[src/rtl/scie_dispatch.sv]
// -----------------------------------------------------------------------------
// scie_dispatch
//
// Decoupling front-end for the SCIE pipelined unit. Commands arrive over a
// ready/valid port and wait in a command FIFO. At most one command per cycle
// is issued to the SCIE unit's fixed-latency, non-stallable port. A
// LATENCY-deep delay line carries each op's tag alongside it, and the result
// (scie_rd) is captured into a response FIFO that drains via ready/valid.
// An op is only issued if the response FIFO is guaranteed to have room for
// it, counting both the results still in flight and the entries already
// buffered. For that reason the response FIFO can never overflow.
//
// Optional build macro:
//   SCIE_DISPATCH_FLUSH_EN - adds a synchronous 'flush' input. Flush empties
//                            the command FIFO, drops every in-flight result
//                            and suppresses issue/accept for that cycle. The
//                            response FIFO is not affected.
//
// Ports:
//   clock                   sole clock, rising edge
//   reset                   asynchronous, active-low reset
//   flush                   (SCIE_DISPATCH_FLUSH_EN only) synchronous flush
//   cmd_valid/cmd_ready     command handshake
//   cmd_insn/rs1/rs2/tag    command payload
//   scie_valid              registered one-cycle issue strobe to SCIE
//   scie_insn/rs1/rs2       registered operands to SCIE
//   scie_rd                 SCIE result, valid LATENCY edges after issue
//   rsp_valid/rsp_ready     response handshake
//   rsp_rd/rsp_tag          response FIFO head (holds last value when empty)
//   busy                    anything queued, in flight or pending
// -----------------------------------------------------------------------------
module scie_dispatch #(
  parameter int XLEN      = 32,
  parameter int TAG_W     = 5,
  parameter int CMD_DEPTH = 4,
  parameter int RSP_DEPTH = 4,
  parameter int LATENCY   = 2
) (
  input  logic             clock,
  input  logic             reset,
`ifdef SCIE_DISPATCH_FLUSH_EN
  input  logic             flush,
`endif
  input  logic             cmd_valid,
  output logic             cmd_ready,
  input  logic [XLEN-1:0]  cmd_insn,
  input  logic [XLEN-1:0]  cmd_rs1,
  input  logic [XLEN-1:0]  cmd_rs2,
  input  logic [TAG_W-1:0] cmd_tag,
  output logic             scie_valid,
  output logic [XLEN-1:0]  scie_insn,
  output logic [XLEN-1:0]  scie_rs1,
  output logic [XLEN-1:0]  scie_rs2,
  input  logic [XLEN-1:0]  scie_rd,
  output logic             rsp_valid,
  input  logic             rsp_ready,
  output logic [XLEN-1:0]  rsp_rd,
  output logic [TAG_W-1:0] rsp_tag,
  output logic             busy
);

  localparam int CP    = $clog2(CMD_DEPTH);
  localparam int RP    = $clog2(RSP_DEPTH);
  // Wide enough for in-flight count plus buffered count.
  localparam int SUM_W = $clog2(LATENCY + RSP_DEPTH + 1) + 1;

  localparam logic [CP:0]      CPTR_ONE  = {{CP{1'b0}}, 1'b1};
  localparam logic [RP:0]      RPTR_ONE  = {{RP{1'b0}}, 1'b1};
  localparam logic [SUM_W-1:0] RSP_LIMIT = SUM_W'(RSP_DEPTH);

  // Flush request; constant low when the feature is not built in.
  logic flush_s;
`ifdef SCIE_DISPATCH_FLUSH_EN
  assign flush_s = flush;
`else
  assign flush_s = 1'b0;
`endif

  // ---------------------------------------------------------------------------
  // Command FIFO
  // ---------------------------------------------------------------------------
  logic [XLEN-1:0]  cmd_insn_mem [CMD_DEPTH];
  logic [XLEN-1:0]  cmd_rs1_mem  [CMD_DEPTH];
  logic [XLEN-1:0]  cmd_rs2_mem  [CMD_DEPTH];
  logic [TAG_W-1:0] cmd_tag_mem  [CMD_DEPTH];

  logic [CP:0] cmd_wptr_q, cmd_wptr_d;
  logic [CP:0] cmd_rptr_q, cmd_rptr_d;
  logic        cmd_empty_s, cmd_full_s, cmd_push_s;

  assign cmd_empty_s = (cmd_wptr_q == cmd_rptr_q);
  assign cmd_full_s  = (cmd_wptr_q[CP] != cmd_rptr_q[CP]) &&
                       (cmd_wptr_q[CP-1:0] == cmd_rptr_q[CP-1:0]);
  // Ready depends only on registered pointers, so a pop never frees a slot
  // for a push in the same cycle.
  assign cmd_ready   = !cmd_full_s && !flush_s;
  assign cmd_push_s  = cmd_valid && cmd_ready;

  // ---------------------------------------------------------------------------
  // Delay line and response FIFO state
  // ---------------------------------------------------------------------------
  logic [LATENCY-1:0] dl_vld_q, dl_vld_d;
  logic [TAG_W-1:0]   dl_tag_q [LATENCY];

  logic [XLEN-1:0]  rsp_rd_mem  [RSP_DEPTH];
  logic [TAG_W-1:0] rsp_tag_mem [RSP_DEPTH];
  logic [RP:0]      rsp_wptr_q, rsp_wptr_d;
  logic [RP:0]      rsp_rptr_q, rsp_rptr_d;
  logic [RP:0]      rsp_cnt_s;
  logic             rsp_empty_s, rsp_pop_s, capture_s;
  logic [XLEN-1:0]  last_rd_q;
  logic [TAG_W-1:0] last_tag_q;

  assign rsp_empty_s = (rsp_wptr_q == rsp_rptr_q);
  assign rsp_cnt_s   = rsp_wptr_q - rsp_rptr_q;
  assign rsp_pop_s   = !rsp_empty_s && rsp_ready;
  // A result arriving during a flush belongs to a dropped op.
  assign capture_s   = dl_vld_q[LATENCY-1] && !flush_s;

  // ---------------------------------------------------------------------------
  // Issue credit check
  // ---------------------------------------------------------------------------
  logic [SUM_W-1:0] inflight_s;
  logic [SUM_W-1:0] committed_s;
  logic             issue_s;

  // Count in-flight ops and add the buffered responses to get committed slots.
  always_comb begin
    inflight_s = '0;
    for (int i = 0; i < LATENCY; i++) begin
      inflight_s = inflight_s + {{(SUM_W-1){1'b0}}, dl_vld_q[i]};
    end
    committed_s = inflight_s + {{(SUM_W-RP-1){1'b0}}, rsp_cnt_s};
  end

  assign issue_s = !cmd_empty_s && (committed_s < RSP_LIMIT) && !flush_s;

  // Next-state for FIFO pointers and delay-line valid bits.
  always_comb begin
    cmd_wptr_d = cmd_wptr_q;
    cmd_rptr_d = cmd_rptr_q;
    rsp_wptr_d = rsp_wptr_q;
    rsp_rptr_d = rsp_rptr_q;
    dl_vld_d   = {dl_vld_q[LATENCY-1:0], issue_s} >> 0;
    if (cmd_push_s) begin
      cmd_wptr_d = cmd_wptr_q + CPTR_ONE;
    end else begin
      cmd_wptr_d = cmd_wptr_q;
    end
    if (flush_s) begin
      cmd_rptr_d = cmd_wptr_q;
    end else if (issue_s) begin
      cmd_rptr_d = cmd_rptr_q + CPTR_ONE;
    end else begin
      cmd_rptr_d = cmd_rptr_q;
    end
    if (capture_s) begin
      rsp_wptr_d = rsp_wptr_q + RPTR_ONE;
    end else begin
      rsp_wptr_d = rsp_wptr_q;
    end
    if (rsp_pop_s) begin
      rsp_rptr_d = rsp_rptr_q + RPTR_ONE;
    end else begin
      rsp_rptr_d = rsp_rptr_q;
    end
    // Shift the valid bits toward the tail; flush kills every stage.
    if (flush_s) begin
      dl_vld_d = '0;
    end else begin
      dl_vld_d[0] = issue_s;
      for (int i = 1; i < LATENCY; i++) begin
        dl_vld_d[i] = dl_vld_q[i-1];
      end
    end
  end

  // Pointer, delay-line and issue-register state.
  always_ff @(posedge clock or negedge reset) begin
    if (!reset) begin
      cmd_wptr_q <= '0;
      cmd_rptr_q <= '0;
      rsp_wptr_q <= '0;
      rsp_rptr_q <= '0;
      dl_vld_q   <= '0;
      for (int i = 0; i < LATENCY; i++) begin
        dl_tag_q[i] <= '0;
      end
      scie_valid <= 1'b0;
      scie_insn  <= '0;
      scie_rs1   <= '0;
      scie_rs2   <= '0;
      last_rd_q  <= '0;
      last_tag_q <= '0;
    end else begin
      cmd_wptr_q <= cmd_wptr_d;
      cmd_rptr_q <= cmd_rptr_d;
      rsp_wptr_q <= rsp_wptr_d;
      rsp_rptr_q <= rsp_rptr_d;
      dl_vld_q   <= dl_vld_d;
      dl_tag_q[0] <= cmd_tag_mem[cmd_rptr_q[CP-1:0]];
      for (int i = 1; i < LATENCY; i++) begin
        dl_tag_q[i] <= dl_tag_q[i-1];
      end
      scie_valid <= issue_s;
      if (issue_s) begin
        scie_insn <= cmd_insn_mem[cmd_rptr_q[CP-1:0]];
        scie_rs1  <= cmd_rs1_mem[cmd_rptr_q[CP-1:0]];
        scie_rs2  <= cmd_rs2_mem[cmd_rptr_q[CP-1:0]];
      end
      // Remember the popped head so the outputs hold it once the FIFO drains.
      if (rsp_pop_s) begin
        last_rd_q  <= rsp_rd_mem[rsp_rptr_q[RP-1:0]];
        last_tag_q <= rsp_tag_mem[rsp_rptr_q[RP-1:0]];
      end
    end
  end

  // Command FIFO storage (data only; validity is tracked by the pointers).
  always_ff @(posedge clock) begin
    if (cmd_push_s) begin
      cmd_insn_mem[cmd_wptr_q[CP-1:0]] <= cmd_insn;
      cmd_rs1_mem[cmd_wptr_q[CP-1:0]]  <= cmd_rs1;
      cmd_rs2_mem[cmd_wptr_q[CP-1:0]]  <= cmd_rs2;
      cmd_tag_mem[cmd_wptr_q[CP-1:0]]  <= cmd_tag;
    end
  end

  // Response FIFO storage; room is guaranteed by the issue credit check.
  always_ff @(posedge clock) begin
    if (capture_s) begin
      rsp_rd_mem[rsp_wptr_q[RP-1:0]]  <= scie_rd;
      rsp_tag_mem[rsp_wptr_q[RP-1:0]] <= dl_tag_q[LATENCY-1];
    end
  end

  assign rsp_valid = !rsp_empty_s;
  assign rsp_rd    = rsp_empty_s ? last_rd_q  : rsp_rd_mem[rsp_rptr_q[RP-1:0]];
  assign rsp_tag   = rsp_empty_s ? last_tag_q : rsp_tag_mem[rsp_rptr_q[RP-1:0]];
  assign busy      = !cmd_empty_s || (|dl_vld_q) || !rsp_empty_s;

endmodule

[config.mk]
export PLATFORM = sky130hd
export DESIGN_NAME = scie_dispatch
export DESIGN_NICKNAME = d
export VERILOG_FILES = /design/src/rtl/scie_dispatch.sv
export SDC_FILE = /design/constraint.sdc
export NUM_CORES = 1
export LEC_CHECK = 0
export CORE_MARGIN = 8
export CORE_UTILIZATION = 25
export DETAILED_ROUTE_END_ITERATION = 7
export PLACE_DENSITY = 0.46
export SLEW_MARGIN = 10
export SYNTH_ARGS = -nofsm -noshare
export SYNTH_HDL_FRONTEND = slang
export SYNTH_SLANG_ARGS = --single-unit
[constraint.sdc]
create_clock -name clock -period 9.95 [get_ports clock]
set_input_delay 1.99 -clock clock [delete_from_list [all_inputs] [get_ports clock]]
set_output_delay 1.99 -clock clock [all_outputs]
set_load 0.02 [all_outputs]
==> insert_results.sql <==
INSERT INTO impl_metrics (metric_group, metric, value, unit) VALUES
('cts', 'post-cts-setup-buffer-count', '0', ''),
('cts', 'cts_num_sinks', '709', ''),
('yosys', 'post_synth_num_cell_types', '25', ''),
('yosys', 'ys_seq_area_frac', '0.781', ''),
('yosys', 'synthSimpleGateAreaFrac', '0.00410', ''),
('drt', 'post_drt_wl_per_cell', '21.7', 'um'),
('global_route', 'grt_pass1_vias', '13700', ''),
('drt', 'drc_errors', '0', ''),
('power', 'power_density', '366', 'nW/um2'),
('cts', 'ctsHtreeMaxLevel', '3', ''),
('timing', 'max-slew-margin-rel', '0.209', ''),
('global_route', 'grt_use_total', '0.109', ''),
('floorplanning', 'die_y', '340', 'um'),
('yosys', 'synthCells', '1127', ''),
('hold_path', 'worst_hold_path_type', 'reg2reg', ''),
('drt', 'drt_pass1_iterations', '4', ''),
('drt', 'postRouteWirelength', '63500', 'um'),
('yosys', 'yosys.area_share.xor_xnor', '0.00467', ''),
('drt', 'detail-route-antenna-nets', '0', ''),
('worst_setup_path', 'critical_path_required', '7960', 'ps'),
('cts', 'clock_tree_from_tritoncts', 'yes', ''),
('yosys', 'netlist_area', '26300', 'um2'),
('timing', 'achievable-frequency', '194', 'MHz'),
('placement', 'dp_hpwl', '37400', 'um'),
('floorplanning', 'initial_core_util', '0.251', ''),
('yosys', 'synth-compound-area-share', '0.00152', ''),
('cells_and_area', 'finish.net_count', '1604', ''),
('yosys', 'muxShareOfSynthArea', '0.192', ''),
('cts', 'max-clock-path-buffers', '3', ''),
('job', 'cap_violations', '0', ''),
('placement', 'post-place-cells', '2757', ''),
('floorplanning', 'placeableCoreArea', '105000', 'um2'),
('worst_setup_path', 'worstSetupPathType', 'reg2out', ''),
('yosys', 'syn-mean-instance-area', '23.3', 'um2'),
('cts', 'number_of_buffers_created_by_cts', '84', ''),
('cts', 'cts_resized', '0', ''),
('global_route', 'antenna_found_initial', '22', ''),
('worst_setup_path', 'cp_data_arrival_time', '3170', 'ps'),
('drt', 'starting_drc_count_in_detailed_routing', '603', ''),
('yosys', 'synth-adder-area-share', '0.00696', ''),
('worst_setup_path', 'start_kind', 'register', ''),
('cells_and_area', 'flow.area_growth_from_synthesis', '27.3', '%'),
('drt', 'drt-vias-per-instance', '4.16', ''),
('yosys', 'synth_top_family_by_area', 'multiplexers', ''),
('power', 'ir_worst_vdd', '325', 'uV'),
('placement', 'port-buffer-count', '273', ''),
('timing', 'post-route-min-period', '5160', 'ps'),
('timing', 'report.final.hold_viol_count', '0', ''),
('global_route', 'grt-ovfl-total', '0', ''),
('cts', 'clock_tree.root_cell', 'sky130_fd_sc_hd__clkbuf_16', ''),
('yosys', 'postSynthNetCount', '1278', ''),
('timing', 'final_max_slew_viol_count', '0', ''),
('timing', 'timing.clock.skew', '17.1', 'ps'),
('timing', 'final_min_period_over_clock_period', '0.518', ''),
('floorplanning', 'die_boundary_width', '340', 'um'),
('floorplanning', 'placement_rows', '119', ''),
('cells_and_area', 'drive_above_1_share', '0.307', ''),
('outcome', 'run_status', 'finished, final reports clean', ''),
('timing', 'timing_worst_slew_pin_value', '1190', 'ps'),
('power', 'p_total', '12.2', 'mW'),
('cells_and_area', 'final.fill_count', '9983', ''),
('global_route', 'grt_pass1_wl', '94000', 'um'),
('timing', 'rsz0062_at_grt', 'false', ''),
('power', 'leakage', '11.2', 'nW'),
('yosys', 'synth.ff_latch_count', '709', ''),
('global_route', 'pin_count_of_the_biggest_net_entering_global_routing', '59', ''),
('timing', 'timing.final.setup_violations', '0', ''),
('cts', 'clock_latency', '630', 'ps'),
('drt', 'via_count', '12200', ''),
('cts', 'cts_hold_repair.buffers', '0', ''),
('floorplanning', 'die_area', '116000', 'um2'),
('cells_and_area', 'final_cell_count_no_fill', '2926', ''),
('timing', 'final.setup.tns', '0', 'ps'),
('floorplanning', 'ioPinCount', '274', ''),
('worst_setup_path', 'timing.critical_path.fanout_max', '39', ''),
('placement', 'gp_congestion', '0.665', ''),
('cts', 'worst_setup_hold_path_clk_slew', '50', 'ps'),
('yosys', 'ys_warn_count', '0', ''),
('worst_setup_path', 'cp-end-kind', 'primary output', '');
## state kept, by name (all words and copies together) (netlist names)
| register | count |
|---|---|
| cmd_insn_mem | 128 |
| scie_rs1 | 32 |
| scie_insn | 32 |
| cmd_wptr_q | 3 |
| scie_rs2 | 32 |
| cmd_tag_mem | 20 |
| cmd_rptr_q | 3 |
| rsp_tag_mem | 20 |
| last_rd_q | 32 |
| rsp_rd_mem | 128 |
| dl_vld_q | 2 |
| rsp_rptr_q | 3 |
| dl_tag_q | 10 |
| last_tag_q | 5 |
| cmd_rs1_mem | 128 |
| rsp_wptr_q | 3 |
| cmd_rs2_mem | 128 |
## kinds of logic (layout without fill, tap and decap cells)
kind of cell               after synthesis  after routing
and+or+nand+nor                         19             19
DFF                                    709            709
AOI/OAI and AO/OA                        5              5
adders and majority gates               14             14
buffers and inverters                   56            453
other                                    0             11
xor gates and xnor gates                14             14
muxes                                  310            310
## through the flow
| step | hold slack (ps) | setup slack [ps] | cell area, um2 | utilization |
|---|---|---|---|---|
| finish | 353 | 4790 | 33400 | 0.320 |
| global route | 369 | 4580 | 33400 | 0.319 |
| CTS | 359 | 4650 | 33400 | 0.319 |
| detailed placement | 347 | 4950 | 30700 | 0.293 |
| global placement | 337 | 5020 | 30700 | 0.293 |
| floorplan | 331 | 4860 | 26300 | - |
## area by class of cell
type	count	area, um2	share of cell area
Antenna cell	11	27.5	0.000823
Sequential cell	709	20500	0.613
Timing Repair Buffer	290	2880	0.0860
Inverter	6	22.5	0.000673
Tap cell	1391	1740	0.0520
Clock inverter	38	355	0.0106
Clock buffer	119	2380	0.0713
Multi-Input combinational cell	362	5520	0.165
## path summary, 6_finish.rpt
kind,start,to,slack (ps),cells after the start
max in group asynchronous,reset,cmd_rptr_q[0]$_DFFE_PN0P_,7200,2
min in group asynchronous,reset,last_rd_q[2]$_DFFE_PN0P_,1330,1
max,rsp_rptr_q[0]$_DFFE_PN0P_,rsp_rd[9],4790,4
max reg2reg,cmd_rptr_q[1]$_DFFE_PN0P_,scie_rs1[3]$_DFFE_PN0P_,5790,6
min,dl_tag_q[8]$_DFF_PN0_,dl_tag_q[3]$_DFF_PN0_,350,0
min reg2reg,dl_tag_q[8]$_DFF_PN0_,dl_tag_q[3]$_DFF_PN0_,350,0
## placed cells by master (no fill, tap or decap), types with 11 or more instances in the layout
| master | count |
|---|---|
| sky130_fd_sc_hd__diode_2 | 11 |
| sky130_fd_sc_hd__dfrtp_1 | 153 |
| sky130_fd_sc_hd__clkbuf_1 | 21 |
| sky130_fd_sc_hd__clkinv_2 | 11 |
| sky130_fd_sc_hd__ha_1 | 13 |
| sky130_fd_sc_hd__clkbuf_16 | 85 |
| sky130_fd_sc_hd__mux2_2 | 167 |
| sky130_fd_sc_hd__clkdlybuf4s50_1 | 272 |
| sky130_fd_sc_hd__mux4_2 | 138 |
| sky130_fd_sc_hd__clkbuf_8 | 14 |
| sky130_fd_sc_hd__buf_4 | 16 |
| sky130_fd_sc_hd__edfxtp_1 | 552 |
## routing by layer
layer | track usage | wire [um] | vias up
met5 | 0 | 112 | -
met4 | 0.0305 | 1180 | 18
met3 | 0.0483 | 6130 | 103
met2 | 0.171 | 29200 | 353
met1 | 0.135 | 26900 | 6403
li1 | - | - | 5286
## synthesized netlist by cell type
master | instances | area, um2
sky130_fd_sc_hd__mux2_1 | 5 | 56.3
sky130_fd_sc_hd__nand2_1 | 4 | 15.0
sky130_fd_sc_hd__fa_1 | 1 | 20.0
sky130_fd_sc_hd__clkbuf_1 | 15 | 56.3
sky130_fd_sc_hd__buf_6 | 2 | 22.5
sky130_fd_sc_hd__a21oi_1 | 1 | 5.00
sky130_fd_sc_hd__o31a_1 | 1 | 8.76
sky130_fd_sc_hd__mux2_2 | 167 | 1880
sky130_fd_sc_hd__ha_1 | 13 | 163
sky130_fd_sc_hd__inv_1 | 6 | 22.5
sky130_fd_sc_hd__dfrtp_1 | 157 | 3930
sky130_fd_sc_hd__edfxtp_1 | 552 | 16600
sky130_fd_sc_hd__buf_1 | 5 | 18.8
sky130_fd_sc_hd__nor3b_1 | 1 | 7.51
sky130_fd_sc_hd__o21ai_0 | 2 | 10.0
sky130_fd_sc_hd__xnor2_1 | 6 | 52.6
sky130_fd_sc_hd__nor3_1 | 1 | 5.00
sky130_fd_sc_hd__nor2_4 | 1 | 11.3
sky130_fd_sc_hd__and2_1 | 8 | 50.1
sky130_fd_sc_hd__nand3_1 | 3 | 15.0
sky130_fd_sc_hd__xor2_1 | 8 | 70.1
sky130_fd_sc_hd__buf_2 | 28 | 140
sky130_fd_sc_hd__nor2_1 | 1 | 3.75
sky130_fd_sc_hd__mux4_2 | 138 | 3110
sky130_fd_sc_hd__o32ai_2 | 1 | 16.3
## where the power goes
group	internal [mW]	switching [mW]	leakage, nW
sequential	4.17	0.396	6.88
clock	1.79	1.22	1.34
combinational	2.32	2.33	2.97
## worst max-delay path, stage by stage (launching register included)
cell	delay [ps]
sky130_fd_sc_hd__dfrtp_2	350
sky130_fd_sc_hd__buf_4	670
sky130_fd_sc_hd__mux4_2	610
sky130_fd_sc_hd__mux2_2	320
sky130_fd_sc_hd__clkdlybuf4s50_1	560
Power figures use the tool's default switching activity.
